$ cat src/rtl/serial_rx_pkg.sv
// Shared definitions for the serial frame receiver.
// Holds the two-bit state encoding of the receive FSM and the default sync
// word settings used by serial_frame_rx and sync_detector.
package serial_rx_pkg;

  typedef logic [1:0] state_t;

  localparam state_t HUNT   = 2'd0;
  localparam state_t DATA   = 2'd1;
  localparam state_t PARITY = 2'd2;
  localparam state_t STOP   = 2'd3;

  localparam int              SYNC_W_DEF       = 4;
  localparam logic [3:0]      SYNC_PATTERN_DEF = 4'b1011;

endpackage

$ cat src/rtl/serial_frame_rx_sync_detector.sv
// Sync word hunter: a SYNC_W-bit history shift register plus a comparator.
// Ports:
//   Clk    clock, rising edge
//   Rst    synchronous active-high reset
//   En     shift strobe; Di enters the history only when En=1
//   clr    synchronous clear of history and match (wins over En)
//   Di     serial bit
//   match  registered: the last shifted-in bit completed SYNC_PATTERN
module sync_detector
  import serial_rx_pkg::*;
#(
  parameter int                SYNC_W       = SYNC_W_DEF,
  parameter logic [SYNC_W-1:0] SYNC_PATTERN = SYNC_PATTERN_DEF
) (
  input  logic Clk,
  input  logic Rst,
  input  logic En,
  input  logic clr,
  input  logic Di,
  output logic match
);

  logic [SYNC_W-1:0] history;
  logic [SYNC_W-1:0] shifted;

  // Newest bit lands at the LSB; comparing the post-shift value lets
  // overlapping patterns match as soon as their last bit arrives.
  assign shifted = {history[SYNC_W-2:0], Di};

  // match holds while En is low so the FSM can pick it up on the next
  // strobe; clr is used once the frame has claimed the match.
  always_ff @(posedge Clk) begin
    if (Rst || clr) begin
      history <= '0;
      match   <= 1'b0;
    end else if (En) begin
      history <= shifted;
      match   <= (shifted == SYNC_PATTERN);
    end
  end

endmodule

$ cat src/rtl/serial_frame_rx.sv
// Serial frame receiver: hunts for a sync word, deserialises a DATA_W-bit
// payload (MSB first), then checks an even-parity bit and a stop bit.
// Ports:
//   Clk       clock, rising edge
//   Rst       synchronous active-high reset
//   Di        serial data bit
//   En        bit strobe; Di is consumed only when En=1
//   Dout      last good payload, held until the next good frame
//   Valid     1-cycle pulse: good frame on Dout
//   ParErr    1-cycle pulse: parity mismatch
//   FrmErr    1-cycle pulse: stop bit was 0
//   Busy      1 while a frame is being received
//   FrameCnt  count of good frames, wraps 255->0
module serial_frame_rx
  import serial_rx_pkg::*;
#(
  parameter int                DATA_W       = 8,
  parameter int                SYNC_W       = SYNC_W_DEF,
  parameter logic [SYNC_W-1:0] SYNC_PATTERN = SYNC_PATTERN_DEF
) (
  input  logic              Clk,
  input  logic              Rst,
  input  logic              Di,
  input  logic              En,
  output logic [DATA_W-1:0] Dout,
  output logic              Valid,
  output logic              ParErr,
  output logic              FrmErr,
  output logic              Busy,
  output logic [7:0]        FrameCnt
);

  localparam int                CNT_W    = $clog2(DATA_W + 1);
  localparam logic [CNT_W-1:0]  CNT_LAST = CNT_W'(DATA_W - 1);

  state_t            state_q;
  state_t            state_d;
  logic [CNT_W-1:0]  cnt_q;
  logic [DATA_W-1:0] shift_q;
  logic              perr_q;
  logic [DATA_W-1:0] dout_q;
  logic              valid_q;
  logic              par_err_q;
  logic              frm_err_q;
  logic [7:0]        frame_cnt_q;
  logic              match;

  logic data_take;
  logic par_take;
  logic stop_take;
  logic last_bit;
  logic det_en;
  logic det_clr;

  sync_detector #(
    .SYNC_W       (SYNC_W),
    .SYNC_PATTERN (SYNC_PATTERN)
  ) u_sync (
    .Clk   (Clk),
    .Rst   (Rst),
    .En    (det_en),
    .clr   (det_clr),
    .Di    (Di),
    .match (match)
  );

  // State register.
  always_ff @(posedge Clk) begin
    if (Rst) state_q <= HUNT;
    else     state_q <= state_d;
  end

  // Next-state logic.
  always_comb begin
    state_d = state_q;
    case (state_q)
      HUNT:    if (data_take)             state_d = DATA;
      DATA:    if (data_take && last_bit) state_d = PARITY;
      PARITY:  if (par_take)              state_d = STOP;
      STOP:    if (stop_take)             state_d = HUNT;
      default:                            state_d = HUNT;
    endcase
  end

  // Per-cycle control decode. The detector's match is registered, so the
  // HUNT cycle in which match is already set is the first payload cycle:
  // that strobe is taken as payload bit 1 rather than lost.
  always_comb begin
    data_take = En && ((state_q == DATA) || ((state_q == HUNT) && match));
    par_take  = En && (state_q == PARITY);
    stop_take = En && (state_q == STOP);
    last_bit  = (cnt_q == CNT_LAST);
    det_en    = En && (state_q == HUNT) && !match;
    det_clr   = (data_take && (state_q == HUNT)) || stop_take;
  end

  // Payload shifter, bit counter, parity, result pulses and frame counter.
  // Pulses default low every cycle so they last exactly one clock.
  always_ff @(posedge Clk) begin
    if (Rst) begin
      cnt_q       <= '0;
      shift_q     <= '0;
      perr_q      <= 1'b0;
      dout_q      <= '0;
      valid_q     <= 1'b0;
      par_err_q   <= 1'b0;
      frm_err_q   <= 1'b0;
      frame_cnt_q <= 8'd0;
    end else begin
      valid_q   <= 1'b0;
      par_err_q <= 1'b0;
      frm_err_q <= 1'b0;
      if (data_take) begin
        shift_q <= {shift_q[DATA_W-2:0], Di};
        cnt_q   <= last_bit ? '0 : cnt_q + 1'b1;
      end
      if (par_take) begin
        perr_q <= ^{shift_q, Di};
      end
      if (stop_take) begin
        valid_q   <= Di && !perr_q;
        par_err_q <= perr_q;
        frm_err_q <= !Di;
        if (Di && !perr_q) begin
          dout_q      <= shift_q;
          frame_cnt_q <= frame_cnt_q + 8'd1;
        end
      end
    end
  end

  // Busy covers the matched-HUNT cycle too, so it rises right after the
  // last sync bit; both terms are flop outputs.
  assign Busy     = (state_q != HUNT) || match;
  assign Dout     = dout_q;
  assign Valid    = valid_q;
  assign ParErr   = par_err_q;
  assign FrmErr   = frm_err_q;
  assign FrameCnt = frame_cnt_q;

endmodule

$ cat config.mk
export PLATFORM = sky130hd
export DESIGN_NAME = serial_frame_rx
export DESIGN_NICKNAME = d
export VERILOG_FILES = /design/src/rtl/serial_rx_pkg.sv /design/src/rtl/serial_frame_rx_sync_detector.sv /design/src/rtl/serial_frame_rx.sv
export SDC_FILE = /design/constraint.sdc
export NUM_CORES = 1
export LEC_CHECK = 0
export ABC_AREA = 1
export ABC_CLOCK_PERIOD_IN_PS = 1500
export CORE_ASPECT_RATIO = 1.5
export CORE_MARGIN = 10
export CORE_UTILIZATION = 47
export DETAILED_ROUTE_END_ITERATION = 16
export GPL_TIMING_DRIVEN = 0
export PLACE_DENSITY = 0.7
export SKIP_CTS_REPAIR_TIMING = 1
export SLEW_MARGIN = 10
export SYNTH_ARGS = -nofsm -noshare
export SYNTH_HDL_FRONTEND = slang
export SYNTH_SLANG_ARGS = --single-unit
$ cat constraint.sdc
create_clock -name Clk -period 1.5 [get_ports Clk]
set_input_delay 0.3 -clock Clk [delete_from_list [all_inputs] [get_ports Clk]]
set_output_delay 0.3 -clock Clk [all_outputs]
set_load 0.02 [all_outputs]
=== Word-level counts from Yosys, hierarchy flattened ===
Index checks and enable logic that the tools add are counted.

* $add $sub $neg: 2
* Bitwise logic cells: 1
* Reduce and logical (&&, ||, !) cells: 22
* Muxes and demuxes: 6
* Equal/unequal tests: 9

{| class="wikitable"
|+ Operators by type and width
! kind !! count
|-
| $logic_and A1 B1 Y1 || 9
|-
| $reduce_xor A9 Y1 || 1
|-
| $add A8 B1 Y8 const B || 1
|-
| $mux W2 || 4
|-
| $ne A2 B2 Y1 const B || 4
|-
| $pmux W2 S4 || 1
|-
| $add A4 B1 Y4 const B || 1
|-
| $eq A2 B2 Y1 const B || 2
|-
| $eq A4 B3 Y1 const B || 1
|-
| $eq A4 B4 Y1 const B || 1
|-
| $logic_or A1 B1 Y1 || 4
|-
| $mux W4 || 1
|-
| $reduce_and A4 Y1 || 1
|-
| $logic_not A1 Y1 || 3
|-
| $eq A2 B1 Y1 const B || 1
|-
| $logic_not A2 Y1 || 1
|-
| $reduce_and A2 Y1 || 1
|-
| $reduce_bool A2 Y1 || 1
|-
| $reduce_or A2 Y1 || 1
|-
| $not A1 Y1 || 1
|}

* Register bits after elaboration: 38
* Word-level logic and storage cells: 51
* Output and inout bits: 20

=== Logic depth before layout (Yosys ltp) ===
Gate-level depths: netlist (run 1).

* Word-level depth: 7
* Mapped depth: 10

=== By module ===
From an unflattened synthesis (run 1), not the netlist that was laid out.

* Cell total of the unflattened synthesis: 230
* Area total of the unflattened synthesis: 1717.9 um^2

{| class="wikitable"
|+ By module, submodules not included
! module !! sequential area each (um^2) !! area each (um^2) !! times used !! cells an instance
|-
| serial_frame_rx || 680.7 || 1560.2 || 1 || 209
|-
| sync_detector || 80.1 || 157.7 || 1 || 21
|}

=== Worst setup path after synthesis (run 1) ===
Ideal clock, no wire load.

* Path type: reg2reg
* From: register state_q[0]
* To: register frame_cnt_q[5], in the netlist FrameCnt[5]
* Required time: 1.371 ns
* Stages on the path, launching flop included: 9
* Period minus slack after synthesis: 1.361 ns
* Path slack: 0.139 ns
* Path buffers: 0
* Arrival: 1.232 ns
* Cell sequence: dfxtp_1 ha_1 nand2_2 nor3_4 nand2_2 nor2_2 nand2_1 nor2_1 nor3b_2

* Cells in the longest elaborated chain, start to end: 3

{| class="wikitable"
|+ RTL lines
! what !! line !! RTL
|-
| from (decl) || serial_frame_rx.sv:36 || <nowiki>state_t state_q;</nowiki>
|-
| from (signal assigned) || serial_frame_rx.sv:70 || <nowiki>else state_q <= state_d;</nowiki>
|-
| $eq A2 B2 Y1 || serial_frame_rx.sv:91 || <nowiki>stop_take = En && (state_q == STOP);</nowiki>
|-
| $logic_and A1 B1 Y1 || serial_frame_rx.sv:91 ||
|-
| $reduce_and A2 Y1 (no source line) || n/a ||
|-
| to (signal assigned) || serial_frame_rx.sv:126 || <nowiki>frame_cnt_q <= frame_cnt_q + 8'd1;</nowiki>
|-
| to (decl) || serial_frame_rx.sv:45 || <nowiki>logic [7:0] frame_cnt_q;</nowiki>
|}

No other way between the ends.
A chain may end at the register's enable or synchronous reset.

=== Worst setup path in the final report (run 1) ===
* From: register state_q[1]
* To: output port Busy

* Cells in the longest elaborated chain, start to end: 2

{| class="wikitable"
|+ RTL lines
! what !! line !! RTL
|-
| $reduce_bool A2 Y1 || serial_frame_rx.sv:134 || <nowiki>assign Busy = (state_q != HUNT) || match;</nowiki>
|-
| $logic_or A1 B1 Y1 || serial_frame_rx.sv:134 ||
|-
| to (decl) || serial_frame_rx.sv:29 || <nowiki>output logic Busy,</nowiki>
|}

No other way between the ends.

==> insert_results.sql, run 1 <==
INSERT INTO impl_metrics (metric_group, metric, value, unit) VALUES
('sta', 'setup_total_negative_slack', '-0.05959', 'ns'),
('floorplan', 'dieHeight', '94.58', 'um'),
('finish', 'number_of_antenna_repair_diodes', '0', ''),
('cts', 'clkLatencyLatePin', '0.30', 'ns'),
('sta', 'min_period_over_period', '104.0', '%'),
('sta', 'unrepaired_setup_endpoints_after_global_routing', 'true', ''),
('setup_path', 'worst_path_largest_cell_delay', '0.37', 'ns'),
('cts', 'clk_pin_slew', '0.08', 'ns'),
('routing', 'remaining_drc_errors', '0', ''),
('synthesis', 'synthDominantAreaCellType', 'dfxtp_1', ''),
('setup_path', 'critPathCaptureType', 'output pin', ''),
('floorplan', 'design.die.area', '6594', 'sq um'),
('routing', 'wirelength', '4077', 'um'),
('placement', 'dp_slack', '-0.4751', 'ns'),
('synthesis', 'synth-seq-area-share', '43.65', '%'),
('grt', 'grt_remaining_overflow', '0', ''),
('synthesis', 'yosys_register_bits', '38', ''),
('floorplan', 'rows', '27', ''),
('synthesis', 'synth.top_cells.by_count', 'nand2_1 (51), dfxtp_1 (38), nor2_1 (30)', ''),
('setup_path', 'worst-endpoint-required', '1.20', 'ns'),
('synthesis', 'synth-main-ff-cell', 'dfxtp_1', ''),
('setup_path', 'setup.worst_path.class', 'reg -> out', ''),
('power_and_ir_drop', 'p_leak', '1.275', 'nW'),
('cts', 'clock_root_buffer', 'clkbuf_8', ''),
('cts', 'cts_buffers', '5', ''),
('grt', 'grt_antenna_before_repair', '0', ''),
('floorplan', 'core_region_area', '3615', 'sq um'),
('sta', 'hold_viol_final', '0', ''),
('finish', 'final-instance-count-excl-fill', '318', ''),
('cts', 'cts_htree_levels', '2', ''),
('grt', 'first_global_vias', '1459', ''),
('finish', 'layout.nets', '284', ''),
('grt', 'grtUsageTotal', '11.60', '%'),
('floorplan', 'boundaryPins', '24', ''),
('sta', 'hold_slack', '0.2851', 'ns'),
('routing', 'pre_antenna_drt_iters', '4', ''),
('sta', 'max_slew.worst_pin.slew', '0.4911', 'ns'),
('setup_path', 'crit_family', 'flip-flops', ''),
('synthesis', 'yosys.area.top_type_share', '43.65', '%'),
('power_and_ir_drop', 'vdd_drop_max', '0.0009691', 'V'),
('setup_path', 'crit_arrival', '1.26', 'ns'),
('finish', 'area.growth.synth_to_final', '31.80', '%'),
('floorplan', 'die_width', '69.72', 'um'),
('synthesis', 'syn_nets', '249', ''),
('cts', 'cts.path.max_buffers', '2', ''),
('setup_path', 'crit_path_top_delay_cell', 'dfxtp_4', ''),
('placement', 'numPlacedInstances', '303', ''),
('synthesis', 'post-synth-top-count-cell', 'nand2_1', ''),
('setup_path', 'cp.buffers_inverters', '4', ''),
('floorplan', 'floorplan.initialDensity', '48.22', '%'),
('sta', 'final.setup_skew', '0.006976', 'ns'),
('placement', 'postPlaceCellArea', '2007', 'sq um'),
('sta', 'finalSetupViolations', '1', ''),
('grt', 'grt_start_max_net_pins', '12', ''),
('routing', 'route.detailed.vias_per_inst', '5.101', ''),
('routing', 'drt-wirelength-per-cell', '12.82', 'um'),
('synthesis', 'syn-mean-instance-area', '7.293', 'sq um'),
('placement', 'detailedPlacementHpwl', '2809', 'um'),
('synthesis', 'netlist_top_cells_area', 'dfxtp_1 (44%), nand2_1 (11%), nor2_1 (6.5%), o21ai_0 (6.3%), inv_1 (6.2%)', ''),
('power_and_ir_drop', 'powerDensity', '1244', 'nW/um^2'),
('cts', 'cts_tree', 'yes', ''),
('cts', 'cts_num_sinks', '38', ''),
('setup_path', 'critical_path.max_fanout', '4', ''),
('placement', 'gp_congestion', '0.8099', ''),
('sta', 'layout_setup_ws', '-0.05959', 'ns'),
('status', 'outcome', 'complete, but fails checks', ''),
('synthesis', 'syn_area', '1743', 'sq um'),
('sta', 'timing.slew.headroom', '67.26', '%'),
('worst_hold_path', 'worst_hold_path_class', 'in -> reg', ''),
('synthesis', 'syn_inst', '239', ''),
('status', 'failed_checks', 'negative setup slack', '');
==> worst reg2reg max path, cell delays in order, from the launching register on <==
cell     delay (ns)
dfxtp_4        0.37
inv_4          0.07
ha_4           0.15
nand2_2        0.08
a21oi_4        0.21
buf_12         0.14
buf_4          0.16
o21ai_0        0.08
a21oi_1        0.13
==> per-stage QoR <==
step                      util (%)  total power [W]
final                        63.55         0.002858
after global routing         63.55         0.003054
after CTS                    58.05         0.002694
after detailed placement     55.52         0.001963
after global placement       55.52         0.001939
after floorplan                  -         0.001764
==> cells by family (layout without fill, tap and decap cells) <==
kind of cell	Yosys count	in the layout	synth area share (%)
AO/OA/AOI/OAI	46	46	13.93
XOR/XNOR	7	7	3.518
adder cells (fa/ha/maj)	6	6	4.307
buffers and inverters	38	74	8.758
flip-flops	38	38	43.65
AND/OR/NAND/NOR	104	104	25.84
==> placed cells by master (no fill, tap or decap), types with 2 or more instances in the layout <==
| cell type | count |
|---|---|
| buf_4 | 7 |
| clkbuf_1 | 3 |
| dlymetal6s2s_1 | 20 |
| nor3_1 | 5 |
| buf_2 | 2 |
| xor2_1 | 5 |
| nand2_2 | 4 |
| inv_4 | 2 |
| ha_1 | 3 |
| nor2_2 | 2 |
| clkbuf_8 | 6 |
| dfxtp_4 | 2 |
| nand3_1 | 9 |
| ha_4 | 2 |
| inv_2 | 5 |
| inv_1 | 24 |
| xnor2_1 | 2 |
| nor3_2 | 2 |
| nor2_1 | 28 |
| o21ai_0 | 22 |
| nand2_1 | 48 |
| a21oi_1 | 21 |
| dfxtp_1 | 36 |
==> per-layer routing <==
layer,global-route usage (%),up-vias,part of all wire [%],wire length [um]
li1,-,829,-,-
met1,11.24,744,40,1625
met2,20.72,33,51,2077
met3,3.987,16,4.9,201
met4,7.426,0,4.2,173
met5,0,-,0,0
==> sequential cells by signal (all words and copies together) (netlist names), 2 cells and up <==
register	flops
Dout	8
FrameCnt	8
cnt_q	4
shift_q	8
state_q	2
u_sync.history	3
==> power by group <==
group | leakage (nW) | internal, W | switching, W | total, W
Clock | 0.0482 | 0.000371 | 0.000359 | 0.000730
Sequential | 0.309 | 0.00113 | 0.000118 | 0.00124
Combinational | 0.918 | 0.000359 | 0.000524 | 0.000883
==> cell type report <==
cell class	instances	area share, %
clock buffer	7	3.758
inverter	31	5.283
sequential	38	33.44
buffer	7	2.015
tap	43	2.342
clock inverter	1	0.2179
multi-input combinational	163	38.83
timing repair buffer	28	14.11
==> worst paths after layout <==
check | startpoint | endpoint | slack, ns | cells after the start
worst min register to register | u_sync.history[0]$_SDFFE_PP0P_ | u_sync.history[0]$_SDFFE_PP0P_ | 0.47 | 2
worst max register to register | state_q[1]$_SDFFE_PP0P_ | shift_q[7]$_SDFFE_PP0P_ | 0.06 | 8
worst max-delay path | state_q[1]$_SDFFE_PP0P_ | Busy | -0.06 | 6
worst min-delay path | Di | FrmErr$_SDFF_PP0_ | 0.29 | 2
Power figures use the tool's default switching activity.
==> run 2, diff against run 1 <==
--- a/config.mk
+++ b/config.mk
@@ -10,6 +10,7 @@
 export CORE_ASPECT_RATIO = 1.5
 export CORE_MARGIN = 10
 export CORE_UTILIZATION = 47
+export CTS_CLUSTER_DIAMETER = 40
 export DETAILED_ROUTE_END_ITERATION = 16
 export GPL_TIMING_DRIVEN = 0
 export PLACE_DENSITY = 0.7
==> results of run 2 <==
Final layout, timing and power as in run 1 (identical DEF).
